## src/rtl/counter_scheduler.sv

```systemverilog
// Round-robin arbiter that time-shares one up/down counter among NUM_REQ requesters,
// steering it along the shortest modulo-2^CW path to each granted target.
module counter_scheduler #(
  parameter int unsigned NUM_REQ = 4,
  parameter int unsigned CW      = 5,
  parameter int unsigned IDW     = 2
) (
  input  logic                  clk,
  input  logic                  reset,
  input  logic [NUM_REQ-1:0]    req,
  input  logic [NUM_REQ*CW-1:0] tgt,
  output logic [NUM_REQ-1:0]    gnt,
  output logic                  done,
  output logic [IDW-1:0]        done_id,
  output logic                  busy,
  output logic                  cnt_en,
  output logic                  cnt_sel,
  input  logic [CW-1:0]         cnt_out
);

  typedef enum logic [1:0] {
    IDLE = 2'd0,
    RUN  = 2'd1,
    DONE = 2'd2
  } state_e;

  state_e               state_q, state_d;
  logic [IDW-1:0]       ptr_q, ptr_d;
  logic [IDW-1:0]       cur_q, cur_d;
  logic [CW-1:0]        tgt_q, tgt_d;
  logic [NUM_REQ-1:0]   gnt_q, gnt_d;
  logic                 done_q, done_d;
  logic [IDW-1:0]       done_id_q, done_id_d;

  logic                 win_vld;
  logic [IDW-1:0]       win_idx;
  logic [IDW-1:0]       cand;
  logic [CW-1:0]        dist_up;
  logic [CW-1:0]        dist_dn;

  // First pending request at or after ptr, wrapping around.
  always_comb begin
    win_vld = 1'b0;
    win_idx = '0;
    cand    = '0;
    for (int unsigned k = 0; k < NUM_REQ; k++) begin
      cand = IDW'((32'(ptr_q) + k) % NUM_REQ);
      if (!win_vld && req[cand]) begin
        win_vld = 1'b1;
        win_idx = cand;
      end
    end
  end

  assign dist_up = tgt_q - cnt_out;
  assign dist_dn = cnt_out - tgt_q;

  // Next-state and counter steering; counter controls depend only on state, tgt_q, cnt_out.
  always_comb begin
    state_d   = state_q;
    ptr_d     = ptr_q;
    cur_d     = cur_q;
    tgt_d     = tgt_q;
    gnt_d     = '0;
    done_d    = 1'b0;
    done_id_d = done_id_q;
    cnt_en    = 1'b0;
    cnt_sel   = 1'b0;
    case (state_q)
      IDLE: begin
        if (win_vld) begin
          cur_d   = win_idx;
          tgt_d   = tgt[32'(win_idx)*CW +: CW];
          gnt_d   = NUM_REQ'(1) << win_idx;
          state_d = RUN;
        end
      end
      RUN: begin
        if (cnt_out == tgt_q) begin
          done_d    = 1'b1;
          done_id_d = cur_q;
          state_d   = DONE;
        end else begin
          cnt_en  = 1'b1;
          cnt_sel = (dist_dn < dist_up);
        end
      end
      DONE: begin
        ptr_d   = IDW'((32'(cur_q) + 32'd1) % NUM_REQ);
        state_d = IDLE;
      end
      default: state_d = IDLE;
    endcase
  end

  always_ff @(posedge clk or posedge reset) begin
    if (reset) begin
      state_q   <= IDLE;
      ptr_q     <= '0;
      cur_q     <= '0;
      tgt_q     <= '0;
      gnt_q     <= '0;
      done_q    <= 1'b0;
      done_id_q <= '0;
    end else begin
      state_q   <= state_d;
      ptr_q     <= ptr_d;
      cur_q     <= cur_d;
      tgt_q     <= tgt_d;
      gnt_q     <= gnt_d;
      done_q    <= done_d;
      done_id_q <= done_id_d;
    end
  end

  assign gnt     = gnt_q;
  assign done    = done_q;
  assign done_id = done_id_q;
  assign busy    = (state_q == RUN) || (state_q == DONE);

endmodule

```

## config.mk

```make
export PLATFORM = sky130hd
export DESIGN_NAME = counter_scheduler
export DESIGN_NICKNAME = d
export VERILOG_FILES = /design/src/rtl/counter_scheduler.sv
export SDC_FILE = /design/constraint.sdc
export NUM_CORES = 1
export LEC_CHECK = 0
export ABC_AREA = 0
export BUFFER_PORTS_ARGS = -buffer_cell sky130_fd_sc_hd__buf_2
export CAP_MARGIN = 20
export CORE_ASPECT_RATIO = 0.7
export CORE_MARGIN = 2
export CORE_UTILIZATION = 45
export CTS_BUF_LIST = sky130_fd_sc_hd__clkbuf_8
export DETAILED_ROUTE_END_ITERATION = 16
export HOLD_SLACK_MARGIN = 0.02
export PLACE_DENSITY = 0.72
export SETUP_SLACK_MARGIN = 0.05
export SLEW_MARGIN = 15
export SYNTH_ARGS = -nofsm -noshare
export SYNTH_HDL_FRONTEND = slang
export SYNTH_SLANG_ARGS = --single-unit
```

## constraint.sdc

```tcl
create_clock -name clk -period 2.9 [get_ports clk]
set_input_delay 0.58 -clock clk [delete_from_list [all_inputs] [get_ports clk]]
set_output_delay 0.58 -clock clk [all_outputs]
set_load 0.05 [all_outputs]
```

After elaboration in Yosys (flattened, before gate mapping)
Cells that the tools add are included. W data, S select, Z words.

Word-level logic and storage cells: 64. Register bits after elaboration: 18. Input port bits: 31. Output and inout port bits: 10.

Shift-type cells: 2. Equality and inequality tests: 5. Add/subtract/negate cells: 6. $lt $le $gt $ge: 5. $mul: 1. Muxes and demuxes: 27. Reductions and logical operators: 11.

Operators by type and width (number): $shiftx A20 B6 Y5 (1); $mux W1 (14); $lt A2 B3 Y1 const B (4); $mux W2 (6); $sub A5 B5 Y5 (2); $bmux W1 S2 (4); $mux W4 (2); $reduce_and A2 Y1 (3); $eq A5 B5 Y1 (1); $lt A5 B5 Y1 (1); $mul A2 B3 Y5 const B (1); $add A2 B1 Y2 const B (2); $add A2 B2 Y2 const B (2); $ne A2 B2 Y1 const B (2); $pmux W2 S2 (1); $shl A1 B2 Y4 const A (1); $logic_and A1 B1 Y1 (3); $logic_not A1 Y1 (3); $eq A2 B1 Y1 const B (1); $eq A2 B2 Y1 const B (1); $logic_not A2 Y1 (1); $logic_or A1 B1 Y1 (1).

Longest topological paths before layout
Gate-level depths: netlist (run 1).

Depth in word-level cells: 15. Depth in mapped cells: 10. Depth with buffers taken out: 10.

Worst setup path before layout (run 1)
No wires, ideal clock.

Path kind: input-to-output. From: input cnt_out[0]. To: output cnt_sel. Path buffers: 0. Arrival time: 3153 ps. Data required time: 2320 ps. Cell stages on the path: 10. Setup slack: -833 ps. Cells stage by stage: inv_1 -> ha_1 -> inv_1 -> fa_1 -> xor2_1 -> ha_1 -> nor2b_1 -> o21ai_0 -> nand2b_1 -> a211oi_1.

Word-level cells in the longest chain between the ends: 4. Elaborated cells between the ends (all ways): 6. Classes of those cells: add/sub: 2; order compare: 1; eq/ne: 1; mux: 2.

RTL lines: start, declared (line 18) `input logic [CW-1:0] cnt_out`; $sub A5 B5 Y5, on equally long branches (line 56, 55); $lt A5 B5 Y1 (line 85) `cnt_sel = (dist_dn < dist_up);`; $mux W1 (*) (line 79) `if (cnt_out == tgt_q) begin`; $mux W1 (*) (line 69) `case (state_q)`; end, declared (line 17) `output logic cnt_sel,`.

Mark *: on every way between the ends. The rest lies on a longest branch, timed or not.

Final worst setup path (run 1)
From: register tgt_q[0]. To: output cnt_sel.

Word-level cells in the longest chain between the ends: 4. Elaborated cells between the ends (all ways): 6. Classes of those cells: add/sub: 2; order compare: 1; eq/ne: 1; mux: 2.

RTL lines: start, declared (line 30) `logic [CW-1:0] tgt_q, tgt_d;`; start signal, assigned (line 109) `tgt_q <= tgt_d;`; $sub A5 B5 Y5, on equally long branches (line 56, 55); $lt A5 B5 Y1 (line 85); $mux W1 (*) (line 79); $mux W1 (*) (line 69).

Marks and branches as above.

==> results.py, run 1 <==
metrics = {
    "grt": {
        "first_global_vias": 1131,
        "grt_start_max_net_pins": 19,
        "global_route.usage.total_pct": 18.8,
        "grt_first_pass_wirelength_um": 4820,
        "gr-total-overflow": 0,
        "grt_antenna_before_repair": 0,
    },
    "run": {
        "max_cap_violations": 0,
    },
    "clocking": {
        "clock_path_buffers": 2,
        "cts_root_buf": "clkbuf_8",
        "clk_pin_slew_ns": 0.07,
        "cts.hold.buffers_added": 0,
        "clock_latency_ns": 0.25,
        "clock-sinks": 18,
        "tritoncts.num_buffers": 3,
        "ctsHtreeMaxLevel": 1,
        "cts_tree": "done",
    },
    "logic_synthesis": {
        "ys_ff_latch": 18,
        "postSynthAreaPerCell_um2": 9.70,
        "synth_fp_nets": 183,
        "yosysSeqAreaShare_pct": 34.2,
        "synth_warnings": 0,
        "synthDistinctLibCells": 30,
        "synth_area_um2": 1320,
        "number_of_cells_produced_by_synthesis": 136,
    },
    "run_status": {
        "violations": "setup timing",
        "result_of_the_run": "complete, but fails checks",
    },
    "floorplanning": {
        "start_util_pct": 47.1,
        "fp.dieH_um": 49.3,
        "floorplan.die_area_um2": 3390,
        "ioPinCount": 41,
        "fp-row-count": 16,
        "coreArea_um2": 2800,
        "die_width_um": 68.7,
    },
    "power_and_ir_drop": {
        "p_leak_nw": 0.902,
        "ir_drop_mv": 0.495,
        "power_density_nw_per_um2": 1170,
    },
    "sta": {
        "finalWorstPathRequiredPeriod_ns": 2.99,
        "tns_setup_ns": -0.0897,
        "fin_worst_skew_ns": 0.00221,
        "tightestPinTransition_ns": 0.664,
        "fmax_mhz": 334,
        "setup_ws_ns": -0.0897,
        "worst_slew_margin_rel_pct": 55.7,
        "final_hold_viol_count": 0,
        "holdWs_ns": 0.408,
        "min_period_over_period_pct": 103,
        "finalSetupViolCount": 1,
        "final-max-slew-violation-count": 0,
        "unrepaired_setup_endpoints_after_global_routing": "true",
    },
    "route": {
        "vias_per_cell": 5.09,
        "final_antenna_net_count": 0,
        "vias": 1110,
        "wl_per_cell_um": 13.1,
        "drt-total-wl_um": 2850,
        "dr.first_iter.drc_count": 22,
        "drt_pre_antenna_iters": 4,
        "drc": 0,
    },
    "placement": {
        "io_buffer_count": 40,
        "placed_cells": 211,
        "routability_congestion_estimate": 0.855,
        "detailed_place_hpwl_um": 2310,
    },
    "setup_path": {
        "crit_path_start_kind": "flip-flop",
        "worstPathRequired_ns": 2.32,
        "worst-setup-path-type": "reg2out",
        "cp_max_fo": 3,
        "setup.worst_path.end_class": "output port",
        "worst-endpoint-arrival_ns": 2.41,
    },
    "finish": {
        "layout.cells.most_common_list": "38 x buf_2, 18 x inv_1, 18 x dfrtp_1",
        "post-route-util_pct": 61.3,
        "final_layout_size_suffix_gt1_share_pct": 35.7,
        "synthToLayoutAreaGrowth_pct": 30.3,
        "layout_commonest_cell": "buf_2",
        "antennaDiodeCount": 0,
        "finalNetCount": 230,
        "finish.cell_count_without_fillers": 218,
    },
    "hold_path": {
        "min-delay-path-class": "in2async",
    },
}
[kinds of logic after synthesis]
| logic type | after synthesis | synth area share [%] |
|---|---|---|
| buf+inv | 23 | 7.97 |
| compound gates | 28 | 15.0 |
| xor+xnor | 8 | 5.31 |
| fa+ha+maj | 16 | 16.3 |
| mux | 13 | 10.1 |
| flops | 18 | 34.2 |
| simple gates | 30 | 11.2 |
[per-layer routing]
layer | wire (um) | track usage (%) | up-vias
met5 | 0 | 0 | -
met4 | 28 | 3.59 | 0
met3 | 181 | 5.08 | 5
met2 | 1290 | 31.1 | 37
met1 | 1350 | 24.7 | 519
li1 | - | - | 549
[cell type report]
class	instances	area, um^2
timing repair buffer	45	254
tap	36	45.0
inverter	20	87.6
multi-input combinational	95	826
sequential	18	450
fill	242	1080
clock buffer	4	55.1
[Yosys cell counts]
cell type	n	area (um^2)
o221ai_1	5	43.8
nand2_2	1	6.26
o21ai_0	2	10.0
a21oi_2	1	8.76
a2bb2oi_1	1	8.76
mux2i_1	11	110
xnor2_1	4	35.0
nor2b_1	1	6.26
a21oi_1	10	50.1
o22a_4	1	17.5
nand3_2	1	10.0
and4_1	1	8.76
a21o_1	5	37.5
nand2_1	11	41.3
nor4_1	1	6.26
buf_2	2	10.0
inv_1	20	75.1
a211oi_1	2	15.0
mux2_2	2	22.5
xor2_1	4	35.0
or2_1	1	6.26
fa_1	2	40.0
o22ai_1	1	6.26
nor2_1	7	26.3
nand3_1	1	5.00
and2_1	1	6.26
dfrtp_1	18	450
buf_12	1	20.0
ha_1	14	175
nand2b_1	4	25.0
[report_power, final]
part	switching [mW]	total, mW	internal [mW]
clock	0.0849	0.206	0.121
sequential	0.0783	0.431	0.353
combinational	0.818	1.38	0.558
[registers in the layout, summed over array words and instances, names as in the netlist]
name	count
done	1
tgt_q	5
cur_q	2
done_id	2
ptr_q	2
state_q	2
gnt	4
[final timing paths]
check	from	to	slack, ns	cells after the start
worst max-delay path	tgt_q[0]	cnt_sel	-0.09	10
worst min-delay path	reset	gnt[1]	0.41	2
worst max register to register	tgt_q[2]	done_id[0]	1.11	5
worst min register to register	done_id[1]	done_id[1]	0.50	1
max in group asynchronous	reset	tgt_q[0]	2.07	2
min in group clk	done_id[1]	done_id[1]	0.50	1
[worst max-delay path, stage by stage (launching register included)]
cell and delay [ns]:
dfrtp_1 0.38, inv_1 0.08, ha_4 0.16, fa_2 0.35, xor2_1 0.16, ha_1 0.29, nor2b_1 0.13, o21ai_1 0.12
nand2b_1 0.10, a211oi_4 0.21, buf_6 0.18
[metrics by stage]
stage / setup WS (ns) / area [um^2] / total power [mW]
floorplan: -0.0821 / 1380 / 1.49
global placement: -0.269 / 1610 / 1.68
detailed placement: -0.291 / 1610 / 1.73
CTS: -0.137 / 1700 / 2.00
global route: -0.219 / 1720 / 2.17
finish: -0.0897 / 1720 / 2.01
[timing repair]
action                                  CTS  global route
resized for setup                         6             1
endpoints found under the setup margin    1             1
setup buffers                             2             1
pin swaps                                 4             3
Note: power is estimated with default switching activity, not from simulation.
==> run 2, diff against run 1 <==
--- a/config.mk
+++ b/config.mk
@@ -10,13 +10,14 @@
 export CAP_MARGIN = 20
 export CORE_ASPECT_RATIO = 0.7
 export CORE_MARGIN = 2
-export CORE_UTILIZATION = 45
+export CORE_UTILIZATION = 53
 export CTS_BUF_LIST = sky130_fd_sc_hd__clkbuf_8
 export DETAILED_ROUTE_END_ITERATION = 16
 export HOLD_SLACK_MARGIN = 0.02
-export PLACE_DENSITY = 0.72
+export PLACE_DENSITY = 0.82
 export SETUP_SLACK_MARGIN = 0.05
 export SLEW_MARGIN = 15
 export SYNTH_ARGS = -nofsm -noshare
 export SYNTH_HDL_FRONTEND = slang
 export SYNTH_SLANG_ARGS = --single-unit
+export TNS_END_PERCENT = 10
==> run 2 against run 1 <==
Net effect:
- the flow still finishes with violations (setup timing)
- sequential share of layout area is 0.17 points higher
- via count is 0.63% higher
- setup slack worse by 0.083 ns
- register-to-register slack worse by 0.08 ns
- clock skew is 0.0018 ns higher
- combinational power hardly changed
- die area is 14% lower
- non-clock buffer count is 1 lower
- sequential power hardly changed
- critical path depth stayed put
- clock-buffer cell count stayed put
- critical endpoint unchanged
==> results.py, run 2 (same netlist as run 1, synthesis figures left out) <==
metrics = {
    "finish": {
        "finish.cell_count_without_fillers": 215,
        "finalNetCount": 229,
        "flip_flop_count_of_the_largest_register_after_layout": 5,
        "synthToLayoutAreaGrowth_pct": 29.4,
        "layout_commonest_cell": "buf_2",
        "layout.cells.most_common_list": "38 x buf_2, 18 x dfrtp_1, 16 x inv_1",
        "register_containing_the_most_flip_flops_in_the_final_layout": "tgt_q",
        "final_layout_size_suffix_gt1_share_pct": 37.6,
        "antennaDiodeCount": 0,
    },
    "floorplanning": {
        "fp.dieH_um": 45.7,
        "start_util_pct": 54.9,
        "coreArea_um2": 2400,
        "ioPinCount": 41,
        "floorplan.die_area_um2": 2910,
        "die_width_um": 63.6,
        "fp-row-count": 15,
    },
    "sta": {
        "setup_ws_ns": -0.173,
        "finalSetupViolCount": 1,
        "final-max-slew-violation-count": 0,
        "unrepaired_setup_endpoints_after_global_routing": "true",
        "min_period_over_period_pct": 106,
        "fin_worst_skew_ns": 0.00397,
        "tns_setup_ns": -0.173,
        "finalWorstPathRequiredPeriod_ns": 3.07,
        "fmax_mhz": 325,
        "final_hold_viol_count": 0,
        "holdWs_ns": 0.427,
        "worst_slew_margin_rel_pct": 52.9,
        "tightestPinTransition_ns": 0.706,
    },
    "placement": {
        "routability_congestion_estimate": 0.937,
        "io_buffer_count": 40,
        "placed_cells": 210,
        "preCtsSetupSlack_ns": -0.320,
        "detailed_place_hpwl_um": 2380,
    },
    "power_and_ir_drop": {
        "power_switching_mw": 1.01,
        "power.share.sequential_pct": 21.4,
        "power_density_nw_per_um2": 1190,
        "clockPowerShare_pct": 10.1,
        "comb_power_share_pct": 68.5,
        "cellInternalPower_mw": 1.02,
        "p_leak_nw": 0.897,
        "ir_drop_mv": 0.689,
        "swShare_pct": 49.7,
    },
    "grt": {
        "grt_first_pass_wirelength_um": 4710,
        "gr-total-overflow": 0,
        "grt_start_max_net_pins": 19,
        "first_global_vias": 1062,
        "grt_antenna_before_repair": 0,
        "global_route.usage.total_pct": 21.5,
    },
    "clocking": {
        "clock-sinks": 18,
        "ctsHtreeMaxLevel": 1,
        "cts.hold.buffers_added": 0,
        "clock_path_buffers": 2,
        "cts_root_buf": "clkbuf_8",
        "clk_pin_slew_ns": 0.07,
        "tritoncts.num_buffers": 3,
        "cts_tree": "done",
        "clock_latency_ns": 0.25,
    },
    "run": {
        "max_cap_violations": 0,
    },
    "route": {
        "final_antenna_net_count": 0,
        "drt_pre_antenna_iters": 4,
        "drt-total-wl_um": 3070,
        "dr.first_iter.drc_count": 35,
        "wl_per_cell_um": 14.3,
        "vias_per_cell": 5.20,
        "drc": 0,
        "vias": 1117,
    },
    "setup_path": {
        "worstPathRequired_ns": 2.32,
        "worst-endpoint-arrival_ns": 2.49,
        "cp_max_fo": 3,
        "setup.worst_path.end_class": "output port",
        "crit_path_start_kind": "flip-flop",
        "worst-setup-path-type": "reg2out",
    },
    "hold_path": {
        "min-delay-path-class": "in2async",
    },
    "run_status": {
        "violations": "setup timing",
        "result_of_the_run": "complete, but fails checks",
    },
}
## run 2: changes by cell type in the layout (fill, tap and decap cells not counted)
| cell | previous run | this run |
|---|---|---|
| inv_1 | 18 | 16 |
| inv_2 | 1 | 3 |
| ha_4 | 3 | 2 |
| a21oi_2 | 3 | 5 |
| xor2_1 | 4 | 3 |
| buf_6 | 3 | 2 |
| a21oi_1 | 8 | 6 |
| xor2_2 | 0 | 1 |
| ha_1 | 11 | 12 |
## run 2: cell type report
type                    count  area, um^2
inverters                  20        87.6
multi-input cells          95         828
repair buffers             44         243
well taps                  34        42.5
fillers                   196         696
flip-flops and latches     18         450
clock buffers               4        55.1
## run 2: power by group through the flow
stage	clock, mW	combinational, mW	sequential, mW
2_1_floorplan	0	0.975	0.519
3_3_place_gp	0	1.24	0.429
3_5_place_dp	0	1.29	0.439
4_1_cts	0.208	1.34	0.435
5_1_grt	0.223	1.50	0.446
6_report	0.206	1.39	0.434
## run 2: worst paths after layout
kind / from / end / slack [ns] / cells after the start
max in group asynchronous: reset / gnt[0] / 2.03 / 2
setup reg to reg: tgt_q[2] / done_id[1] / 1.03 / 5
setup / recovery: tgt_q[0] / cnt_sel / -0.17 / 10
min in group clk: done_id[0] / done_id[0] / 0.51 / 1
hold / removal: reset / done_id[1] / 0.43 / 2
hold reg to reg: done_id[0] / done_id[0] / 0.51 / 1
## run 2: layer usage
layer | global-route usage [%] | routed length, um | vias up
met3 | 4.95 | 149 | 2
met4 | 4.35 | 22 | 0
met1 | 25.7 | 1330 | 534
li1 | - | - | 549
met2 | 40.8 | 1570 | 32
met5 | 0 | 0 | -
## run 2: what timing repair did
item	4_1_cts	5_1_grt
setup endpoints to repair	1	1
resized for setup	5	5
setup buffers	0	1
endpoints found under the hold margin	0	0
pin swaps	6	6
gates cloned	0	0
## run 2: metrics by stage
step	area (um^2)	utilization [%]	total power [mW]
after floorplan	1380	-	1.49
after detailed placement	1610	67.1	1.73
final	1710	71.0	2.03
after CTS	1680	70.1	1.98
after global placement	1610	67.1	1.67
after global routing	1710	71.0	2.17
## run 2: critical path, cell delays in order, from the launching register on
cell and delay (ns):
dfrtp_1 0.39, inv_2 0.06, ha_4 0.17, fa_2 0.44, inv_2 0.07, a21o_1 0.13
a21oi_2 0.06, xor2_1 0.15, ha_1 0.35, a211oi_4 0.24, buf_6 0.18
==> run 3, diff against run 2 <==
--- a/config.mk
+++ b/config.mk
@@ -15,6 +15,7 @@
 export DETAILED_ROUTE_END_ITERATION = 16
 export HOLD_SLACK_MARGIN = 0.02
 export PLACE_DENSITY = 0.82
+export RECOVER_POWER = 50
 export SETUP_SLACK_MARGIN = 0.05
 export SLEW_MARGIN = 15
 export SYNTH_ARGS = -nofsm -noshare
==> run 3 against run 2 <==
Net effect:
- the run still ends with setup timing left
- utilization fell by 0.10 points
- sequential share of layout area barely moved
- wire length rose by 0.13%
- combinational power barely moved
- die area did not move
- clock power barely moved
- fmax barely moved
- critical path depth did not move
- clock-buffer cell count did not move
- register-to-register slack barely moved
- total power barely moved
- critical path type unchanged
- critical endpoint unchanged
- largest power group unchanged
==> results.py, run 3 (same netlist as run 1, synthesis figures left out) <==
metrics = {
    "clocking": {
        "clock_path_buffers": 2,
        "cts_tree": "done",
        "clock_latency_ns": 0.25,
        "clock-sinks": 18,
        "tritoncts.num_buffers": 3,
        "cts.hold.buffers_added": 0,
        "cts_root_buf": "clkbuf_8",
        "ctsHtreeMaxLevel": 1,
        "clk_pin_slew_ns": 0.07,
    },
    "power_and_ir_drop": {
        "ir_drop_mv": 0.686,
        "power_density_nw_per_um2": 1190,
        "p_leak_nw": 0.888,
    },
    "sta": {
        "tightestPinTransition_ns": 0.706,
        "fin_worst_skew_ns": 0.00407,
        "setup_ws_ns": -0.172,
        "fmax_mhz": 325,
        "finalSetupViolCount": 1,
        "final_hold_viol_count": 0,
        "finalWorstPathRequiredPeriod_ns": 3.07,
        "unrepaired_setup_endpoints_after_global_routing": "true",
        "final-max-slew-violation-count": 0,
        "holdWs_ns": 0.427,
        "worst_slew_margin_rel_pct": 52.9,
        "min_period_over_period_pct": 106,
    },
    "setup_path": {
        "worst-endpoint-arrival_ns": 2.49,
        "crit_path_start_kind": "flip-flop",
        "cp_max_fo": 3,
        "worstPathBufferInverterCount": 3,
        "crit_path_top_delay_cell": "fa_2",
        "setup.worst_path.end_class": "output port",
        "r2r_path_end": "done_id[1]",
        "cp_top_family": "adder cells",
        "r2r_setup_slack_ns": 1.03,
        "worst-setup-path-type": "reg2out",
        "critPathMostFrequentCell": "inv_2",
        "cell_by_cell_listing_of_the_critical_path": "inv_2 > ha_4 > fa_2 > inv_2 > a21o_1 > a21oi_2 > xor2_1 > ha_1 > a211oi_4 > buf_6",
        "cpPeakStageDelay_ns": 0.44,
        "regToRegStartpoint": "tgt_q[2]",
        "worstPathRequired_ns": 2.32,
        "worst_r2r_path_depth": 5,
    },
    "route": {
        "dr.first_iter.drc_count": 35,
        "final_antenna_net_count": 0,
        "drc": 0,
        "vias": 1115,
        "drt_pre_antenna_iters": 4,
        "drt-total-wl_um": 3080,
        "vias_per_cell": 5.19,
        "wl_per_cell_um": 14.3,
    },
    "grt": {
        "global_route.usage.total_pct": 21.5,
        "grt_start_max_net_pins": 19,
        "grt_first_pass_wirelength_um": 4710,
        "grt_antenna_before_repair": 0,
        "first_global_vias": 1062,
        "gr-total-overflow": 0,
    },
    "hold_path": {
        "min-delay-path-class": "in2async",
    },
    "finish": {
        "register_containing_the_most_flip_flops_in_the_final_layout": "tgt_q",
        "final_layout_size_suffix_gt1_share_pct": 36.5,
        "synthToLayoutAreaGrowth_pct": 29.2,
        "finish.cell_count_without_fillers": 215,
        "post-route-util_pct": 70.9,
        "finalNetCount": 229,
        "layout_commonest_cell": "buf_2",
        "antennaDiodeCount": 0,
        "flip_flop_count_of_the_largest_register_after_layout": 5,
        "fillCellCount": 198,
        "layout.cells.most_common_list": "36 x buf_2, 18 x dfrtp_1, 16 x inv_1",
    },
    "floorplanning": {
        "coreArea_um2": 2400,
        "floorplan.die_area_um2": 2910,
        "fp.dieH_um": 45.7,
        "die_width_um": 63.6,
        "fp-row-count": 15,
        "start_util_pct": 54.9,
        "ioPinCount": 41,
    },
    "run_status": {
        "result_of_the_run": "complete, but fails checks",
        "violations": "setup timing",
    },
    "run": {
        "max_cap_violations": 0,
    },
    "placement": {
        "detailed_place_hpwl_um": 2380,
        "routability_congestion_estimate": 0.937,
        "io_buffer_count": 40,
        "placed_cells": 210,
    },
}
[run 3: final cells by class]
cell class	count	area, um^2	share of cell area [%]
multi-input combinational	95	828	48.6
clock buffer	4	55.1	3.23
inverter	20	87.6	5.14
tap	34	42.5	2.50
timing repair buffer	44	240	14.1
sequential	18	450	26.4
[run 3: through the flow]
step           worst slack [ns]  area (um^2)  TNS (ns)  total power [mW]
2_1_floorplan           -0.0821         1380   -0.0821              1.49
3_3_place_gp             -0.264         1610    -0.264              1.67
3_5_place_dp             -0.320         1610    -0.320              1.73
4_1_cts                  -0.173         1680    -0.173              1.98
5_1_grt                  -0.259         1700    -0.259              2.17
6_report                 -0.172         1700    -0.172              2.03
[run 3: worst max path at each step]
| stage | startpoint | to | slack, ns | cells past startpoint |
|---|---|---|---|---|
| after global placement | cnt_out[0] | cnt_sel | -0.26 | 12 |
| after CTS | tgt_q[0] | cnt_sel | -0.17 | 10 |
| after global routing | tgt_q[0] | cnt_sel | -0.26 | 10 |
| final | tgt_q[0] | cnt_sel | -0.17 | 10 |
| after detailed placement | cnt_out[0] | cnt_sel | -0.32 | 11 |
| after floorplan | cnt_out[0] | cnt_sel | -0.08 | 10 |
[run 3: worst reg2reg max path: stages, from the launching register on]
cell     delay, ns
dfrtp_1       0.41
ha_1          0.43
and4_1        0.26
and2_1        0.17
nand2_1       0.13
mux2_2        0.35
[run 3: timing repair]
action | 4_1_cts | 5_1_grt
gates resized for setup | 5 | 5
buffers inserted | 0 | 1
setup endpoints to repair | 1 | 1
pin swaps | 6 | 6
[run 3: power breakdown]
| part | internal, mW | switching (mW) |
|---|---|---|
| logic | 0.547 | 0.843 |
| registers | 0.353 | 0.0811 |
| clock network | 0.121 | 0.0852 |
[run 3: layer usage]
metal / up-vias / global-route usage, % / wire length (um)
met1: 532 / 25.7 / 1340
met5: - / 0 / 0
met4: 0 / 4.35 / 22
met2: 32 / 40.8 / 1570
li1: 549 / - / -
met3: 2 / 4.95 / 150
